**config.mk**
```make
export PLATFORM = sky130hd
export DESIGN_NAME = insn_prefetch_queue
export DESIGN_NICKNAME = d
export VERILOG_FILES = /design/src/rtl/insn_prefetch_queue_pkg.sv /design/src/rtl/insn_prefetch_queue_ring.sv /design/src/rtl/insn_prefetch_queue.sv
export SDC_FILE = /design/constraint.sdc
export NUM_CORES = 1
export LEC_CHECK = 0
export ABC_AREA = 1
export CAP_MARGIN = 30
export CORE_MARGIN = 2
export CORE_UTILIZATION = 40
export CTS_BUF_LIST = sky130_fd_sc_hd__clkbuf_4 sky130_fd_sc_hd__clkbuf_8
export CTS_CLUSTER_SIZE = 20
export DETAILED_ROUTE_END_ITERATION = 16
export HOLD_SLACK_MARGIN = 0.02
export PLACE_DENSITY_LB_ADDON = 0.2
export SLEW_MARGIN = 20
export SYNTH_ARGS = -nofsm -noshare
export SYNTH_HDL_FRONTEND = slang
export SYNTH_HIERARCHICAL = 1
export SYNTH_SLANG_ARGS = --single-unit
```
**constraint.sdc**
```tcl
create_clock -name clk -period 7.1 [get_ports clk]
set_input_delay 1.775 -clock clk [delete_from_list [all_inputs] [get_ports clk]]
set_output_delay 1.775 -clock clk [all_outputs]
set_load 0.02 [all_outputs]
```
**src/rtl/insn_prefetch_queue_pkg.sv**
```systemverilog
// Shared types for the instruction prefetch queue.
// Address/instruction widths and the ring entry layout.
package insn_prefetch_queue_pkg;

    localparam int INSN_ADDR_WIDTH = 10;
    localparam int INSN_WIDTH      = 32;

    typedef logic [INSN_ADDR_WIDTH-1:0] InsnAddrPath;
    typedef logic [INSN_WIDTH-1:0]      InsnPath;

    typedef struct packed {
        logic        filled;
        InsnAddrPath addr;
        InsnPath     insn;
    } PrefetchEntry;

endpackage

```
**src/rtl/insn_prefetch_queue_ring.sv**
```systemverilog
// In-order ring of prefetch slots: allocated at issue,
// filled at response, freed at retire, cleared by flush.
module prefetch_ring
    import insn_prefetch_queue_pkg::*;
#(
    parameter int DEPTH = 4
) (
    input  logic                         clk,
    input  logic                         rst,
    input  logic                         flush,
    input  logic                         alloc,
    input  logic [INSN_ADDR_WIDTH-1:0]   allocAddr,
    input  logic                         fill,
    input  logic [INSN_WIDTH-1:0]        fillInsn,
    input  logic                         retire,
    output logic                         headFilled,
    output logic [INSN_ADDR_WIDTH-1:0]   headAddr,
    output logic [INSN_WIDTH-1:0]        headInsn,
    output logic [$clog2(DEPTH+1)-1:0]   count
);

    localparam int PW = $clog2(DEPTH);
    localparam int CW = $clog2(DEPTH+1);

    PrefetchEntry   slots [DEPTH];
    logic [PW-1:0]  headPtr;
    logic [PW-1:0]  tailPtr;
    logic [PW-1:0]  fillPtr;

    // Alloc, fill and retire always address distinct slots, so
    // all three may update the array in the same cycle.
    always_ff @(posedge clk or negedge rst) begin
        if (!rst) begin
            for (int i = 0; i < DEPTH; i++) begin
                slots[i] <= '0;
            end
            headPtr <= '0;
            tailPtr <= '0;
            fillPtr <= '0;
            count   <= '0;
        end else if (flush) begin
            for (int i = 0; i < DEPTH; i++) begin
                slots[i].filled <= 1'b0;
            end
            headPtr <= '0;
            tailPtr <= '0;
            fillPtr <= '0;
            count   <= '0;
        end else begin
            if (alloc) begin
                slots[tailPtr].addr   <= allocAddr;
                slots[tailPtr].filled <= 1'b0;
                tailPtr               <= tailPtr + PW'(1);
            end
            if (fill) begin
                slots[fillPtr].insn   <= fillInsn;
                slots[fillPtr].filled <= 1'b1;
                fillPtr               <= fillPtr + PW'(1);
            end
            if (retire) begin
                slots[headPtr].filled <= 1'b0;
                headPtr               <= headPtr + PW'(1);
            end
            count <= count + CW'(alloc) - CW'(retire);
        end
    end

    assign headFilled = slots[headPtr].filled;
    assign headAddr   = slots[headPtr].addr;
    assign headInsn   = slots[headPtr].insn;

endmodule

```
**src/rtl/insn_prefetch_queue.sv**
```systemverilog
// Prefetch stage ahead of IF/ID: sequential fetch, response
// buffering, redirect flush with in-flight response discard.
module insn_prefetch_queue
    import insn_prefetch_queue_pkg::*;
#(
    parameter int DEPTH     = 4,
    parameter int MAX_OUTST = 2,
    parameter int ADDR_STEP = 1,
    parameter int RESET_PC  = 0
) (
    input  logic                        clk,
    input  logic                        rst,
    input  logic                        redirect,
    input  logic [INSN_ADDR_WIDTH-1:0]  redirectAddr,
    output logic                        memReq,
    output logic [INSN_ADDR_WIDTH-1:0]  memAddr,
    input  logic                        memAck,
    input  logic                        memRspValid,
    input  logic [INSN_WIDTH-1:0]       memRspInsn,
    output logic                        deqValid,
    output logic [INSN_ADDR_WIDTH-1:0]  deqAddr,
    output logic [INSN_WIDTH-1:0]       deqInsn,
    input  logic                        deqReady
);

    localparam int AW = INSN_ADDR_WIDTH;
    localparam int OW = $clog2(MAX_OUTST+1);
    localparam int CW = $clog2(DEPTH+1);

    logic [AW-1:0] fetchPC;
    logic [OW-1:0] outst;
    logic [OW-1:0] dropCnt;
    logic [CW-1:0] allocCnt;
    logic          headFilled;
    logic          issue;
    logic          rspSeen;
    logic          fill;
    logic          retire;

    assign rspSeen = memRspValid && (outst != '0);
    assign memReq  = rst && !redirect
                  && (allocCnt < CW'(DEPTH))
                  && (outst < OW'(MAX_OUTST));
    assign memAddr  = fetchPC;
    assign issue    = memReq && memAck;
    assign fill     = rspSeen && !redirect && (dropCnt == '0);
    assign deqValid = headFilled && !redirect;
    assign retire   = deqValid && deqReady;

    // outst already includes words queued for dropping, so on
    // redirect every request still in flight becomes a drop.
    always_ff @(posedge clk or negedge rst) begin
        if (!rst) begin
            fetchPC <= AW'(RESET_PC);
            outst   <= '0;
            dropCnt <= '0;
        end else begin
            outst <= outst + OW'(issue) - OW'(rspSeen);
            if (redirect) begin
                fetchPC <= redirectAddr;
                dropCnt <= outst - OW'(rspSeen);
            end else begin
                if (issue) begin
                    fetchPC <= fetchPC + AW'(ADDR_STEP);
                end
                if (rspSeen && (dropCnt != '0)) begin
                    dropCnt <= dropCnt - OW'(1);
                end
            end
        end
    end

    prefetch_ring #(
        .DEPTH(DEPTH)
    ) uRing (
        .clk        (clk),
        .rst        (rst),
        .flush      (redirect),
        .alloc      (issue),
        .allocAddr  (fetchPC),
        .fill       (fill),
        .fillInsn   (memRspInsn),
        .retire     (retire),
        .headFilled (headFilled),
        .headAddr   (deqAddr),
        .headInsn   (deqInsn),
        .count      (allocCnt)
    );

endmodule
```
Word-level counts from Yosys, hierarchy flattened
Index checks and enable logic that the tools add are counted.
Word-level totals
  register bits after elaboration: 195
  bits of input ports: 48
  output and inout port bits: 54
  logic and storage cells: 99
Cells by class
  add/sub/neg operators: 10
  $lt $le $gt $ge: 8
  muxes and demuxes: 38
  bitwise operators: 3
  reductions and logical operators: 21
Operators by type and width (count)
  $bwmux 172: 5
  $mux 172: 5
  $demux 43 s2: 5
  $mux 43: 5
  $bmux 43 s2: 1
  $mux 42: 1
  $mux 32: 1
  $mux 10: 2
  $mux 2: 8
  $logic_and 1x1->1: 13
  $reduce_bool 2->1: 6
  $add 10x1->10 const B: 1
  $ge 3x3->1 const B: 3
  $lt 3x1->1 const B: 3
  $not 2->3: 3
  $add 2x1->2 const B: 3
  $mux 1: 4
  $sub 2x1->2: 2
  $add 3x1->3: 1
  $lt 3x3->1 const B: 1
  $mux 3: 1
  $sub 3x1->3: 1
  $add 2x1->2: 1
  $logic_not 2->1: 1
  other kinds (3): 3

Longest topological paths before layout
  depth after elaboration: 16
  mapped depth: 15

Cells and area by module
Netlist, hierarchy kept.
Modules (own cells, without submodules)
  prefetch_ring: times used 1, cells each 1007, area each 8506.9 µm², seq. area each 4529.3 µm²
  insn_prefetch_queue: times used 1, cells each 148, area each 999.7 µm², seq. area each 350.3 µm²

Worst setup path after synthesis
No wires, ideal clock.
  path type: in2out
  from: input redirect
  to: output deqValid
  data arrival time: 2230 ps
  slack: 3095 ps
  stages: 2
  path through: buf_2 nor2_1
On the way
  word-level cells in the longest chain between the ends: 2
RTL lines
  from (decl): RTL line insn_prefetch_queue.sv:13  | input logic redirect,
  $logic_not 1->1: RTL line insn_prefetch_queue.sv:47  | assign deqValid = headFilled && !redirect;
  $logic_and 1x1->1: RTL line insn_prefetch_queue.sv:47
  to (decl): RTL line insn_prefetch_queue.sv:20  | output logic deqValid,
No other way between the ends.

Worst setup path after layout
  from: input redirect
  to: output memReq
On the way
  word-level cells in the longest chain between the ends: 4
RTL lines
  $logic_not 1->1: RTL line insn_prefetch_queue.sv:41  | assign memReq = rst && !redirect
  $logic_and 1x1->1: RTL line insn_prefetch_queue.sv:41
  $logic_and 1x1->1: RTL line insn_prefetch_queue.sv:42  | && (allocCnt < CW'(DEPTH))
  $logic_and 1x1->1: RTL line insn_prefetch_queue.sv:43  | && (outst < OW'(MAX_OUTST));
  to (decl): RTL line insn_prefetch_queue.sv:15  | output logic memReq,
No other way between the ends.

==> summary.txt <==
STA
  – Setup tns final: 0 ns
  – Relative slew slack: between 40% and 50%
  – Final-report hold violation count: 0
  – Fmax: 198 MHz
  – Slew @ Worst Pin: 0.788 ns
  – Fin crit share: between 70% and 80%
  – RSZ-0062 raised after global routing: false
  – Fin crit period: 5.04 ns
  – Final Max Slew Viols: 0
  – Clock Skew: 0.0117 ns
  – Final worst slack: 2.06 ns
  – Final setup violation count: 0

Yosys
  – Mapped Nets: ~1,200
  – Distinct cells, synth: 31
  – Synthesized instance count: 1,155
  – Mean Syn Cell Area: 8.23 um^2
  – Synth warnings: 6
  – Synthesis-stage register bit count: 195
  – Register area share after synthesis: about half
  – Area of the mapped netlist: 9510 um^2

Placed design
  – Pre-CTS WS: 2.04 ns
  – Dpl cells: roughly 1,500
  – Final GP Congestion: 0.756
  – Final HPWL from detailed placement: 12,600 um
  – I/O Buffers: 101

CTS
  – Clock Path Buffers: 2
  – Clock sinks: just under 200
  – TritonCTS Buffers: 17
  – Hold Buf Count CTS: 0
  – Clock transition at path regs: 0.11 ns
  – Number of setup buffers added after CTS: 0
  – Clock tree from TritonCTS: built
  – PostCTS Resize Cnt: 0
  – Clk_lat worst skew: 0.46 ns
  – CTS H-tree depth: 4
  – Root buf cell: clkbuf_8

Detailed routing
  – 1st-pass router iterations: 5
  – Routed WL per cell: approximately 13 um
  – Metal-1 WL: around 10,000 um
  – 1st-iter DRT viols: 457
  – Met2 wire length: 9700 um
  – DR vias: 7,409
  – Drc violations: 0
  – DR vias/cell: 4.77
  – Final ANT Viol Nets: 0
  – Routed wl met3: ~530 um
  – Uppermost layer routed: met4
  – Routed WL: 20,500 um

Pwr
  – Leakage power: 5.62 nW
  – Peak VDD IR: slightly above 0.0001 V
  – Power Total: about 3.1 mW
  – PwrDens: 283 nW/um^2

Critical path
  – Worst Path Max Fanout: 21
  – Critical Setup Path Class: input pin to output port
  – Crit end category: output port
  – Startpoint Class: input pin
  – Crit path cell chain: clkdlybuf4s50_1 -> buf_4 -> nor2_2 -> nand2_1 -> inv_1 -> clkdlybuf4s50_1
  – Top delay family on crit path: buffers and inverters
  – CP Buf/Inv Count: 4
  – Worst Path Required: 5.33 ns
  – Crit path DAT: 3.27 ns
  – Worst stage delay on the critical path: 0.59 ns
  – CP dominant cell by count: clkdlybuf4s50_1
  – CP max stage cell: clkdlybuf4s50_1

Global routing
  – Remaining Overflow, GRT: 0
  – Largest net degree at the start of global routing: 80
  – Vias in the first global route: 7,129
  – GRT Total Usage: around 18%
  – Initial antenna violation count: 0
  – Global-route wire length before repair: 35,000 um

Final layout
  – Finished Core Util: a little under half
  – # nets final: 1,288
  – Commonest non-fill, non-tap cells in the layout: nand2_1, dfrtp_1, inv_1
  – Post-route insts no fill: roughly 1,600
  – Commonest non-fill, non-tap cell in the layout: nand2_1
  – Syn-to-layout area delta: 16.3%
  – Layout cell share with drive strength beyond 1: 5.43%
  – ANT cells: 0

Min path
  – Worst hold path class: register to register

Die
  – Die height: ~160 um
  – Chip width: 158 um
  – Die ar.: 25,000 um^2
  – # IOs: between 100 and 150
  – Num rows: 56
  – Initial Util: 40.6%
  – Core area: 23,400 um^2

Outcome
  – Status: completed

Flow run
  – Max cap viols: 0
-- tightest hold or removal path, delay by kind of cell (launching register included) --
kind | cells | cell delay, ns
flip-flops | 1 | 0.36
AND/OR/NAND/NOR | 1 | 0.06
AO/OA/AOI/OAI | 1 | 0.05
-- cells in the mapped netlist --
cell	instances	area [um^2]
nand3b_1	1	7.51
nand2_1	383	1440
nor2_2	2	12.5
nand3_1	27	135
a21oi_1	6	30.0
inv_2	5	18.8
o21bai_1	1	7.51
clkinv_1	1	3.75
nor2_4	1	11.3
buf_6	3	33.8
nand2_4	5	56.3
xnor2_1	4	35.0
o21ai_2	8	70.1
buf_2	25	125
nand3_2	1	10.0
nor2_8	1	20.0
o21ai_0	49	245
o21ai_1	120	601
buf_4	16	120
or2_2	1	6.26
o21a_1	1	7.51
nor2_1	12	45.0
o211ai_1	86	646
fa_1	1	20.0
and3_1	1	6.26
inv_1	160	601
dfrtp_1	195	4880
clkbuf_1	17	63.8
nand4_1	1	6.26
ha_1	19	238
buf_1	2	7.51
-- per-stage QoR --
| step | cell area (um^2) | hold WS [ns] |
|---|---|---|
| floorplan | 9510 | 0.453 |
| global placement | 10600 | 0.466 |
| detailed placement | 10600 | 0.468 |
| CTS | 11000 | 0.494 |
| global route | 11100 | 0.508 |
| finish | 11100 | 0.493 |
-- cells by family after synthesis --
| family | after synthesis | share of synthesized area [%] |
|---|---|---|
| flops | 195 | 51.3 |
| fa+ha+maj | 20 | 2.71 |
| xor+xnor | 4 | 0.368 |
| compound gates | 271 | 16.9 |
| simple gates | 436 | 18.5 |
| buf+inv | 229 | 10.2 |
-- cell type report --
type	count	area, um^2
Multi-Input combinational cell	731	3650
Clock inverter	15	166
Fill cell	2418	12300
Sequential cell	195	4880
Tap cell	319	399
Clock buffer	17	234
Timing Repair Buffer	109	1100
Inverter	166	626
-- worst paths after layout --
path	startpoint	slack, ns	cells past startpoint	endpoint
setup reg to reg	uRing/headPtr[0]$_DFFE_PN0P_	4.21	13	uRing/count[2]$_DFF_PN0_
setup / recovery	redirect	2.06	6	memReq
hold / removal	register	0.49	2	register
max in group asynchronous	rst	4.59	2	asynchronous set/reset pin
hold reg to reg	register	0.49	2	register
min in group asynchronous	rst	1.28	1	asynchronous set/reset pin
-- per-layer routing --
layer / track usage (%) / up-vias
li1: - / 3820
met1: 23.9 / 3481
met2: 29.5 / 96
met3: 2.66 / 12
met4: 4.46 / 0
met5: 0 / -
-- power by group --
part,switching [mW],internal (mW),total [mW]
Sequential,0.108,1.29,1.40
Combinational,0.546,0.455,1.00
Clock,0.432,0.295,0.728
Total,1.09,2.04,3.12
(Power assumes the default switching activity.)
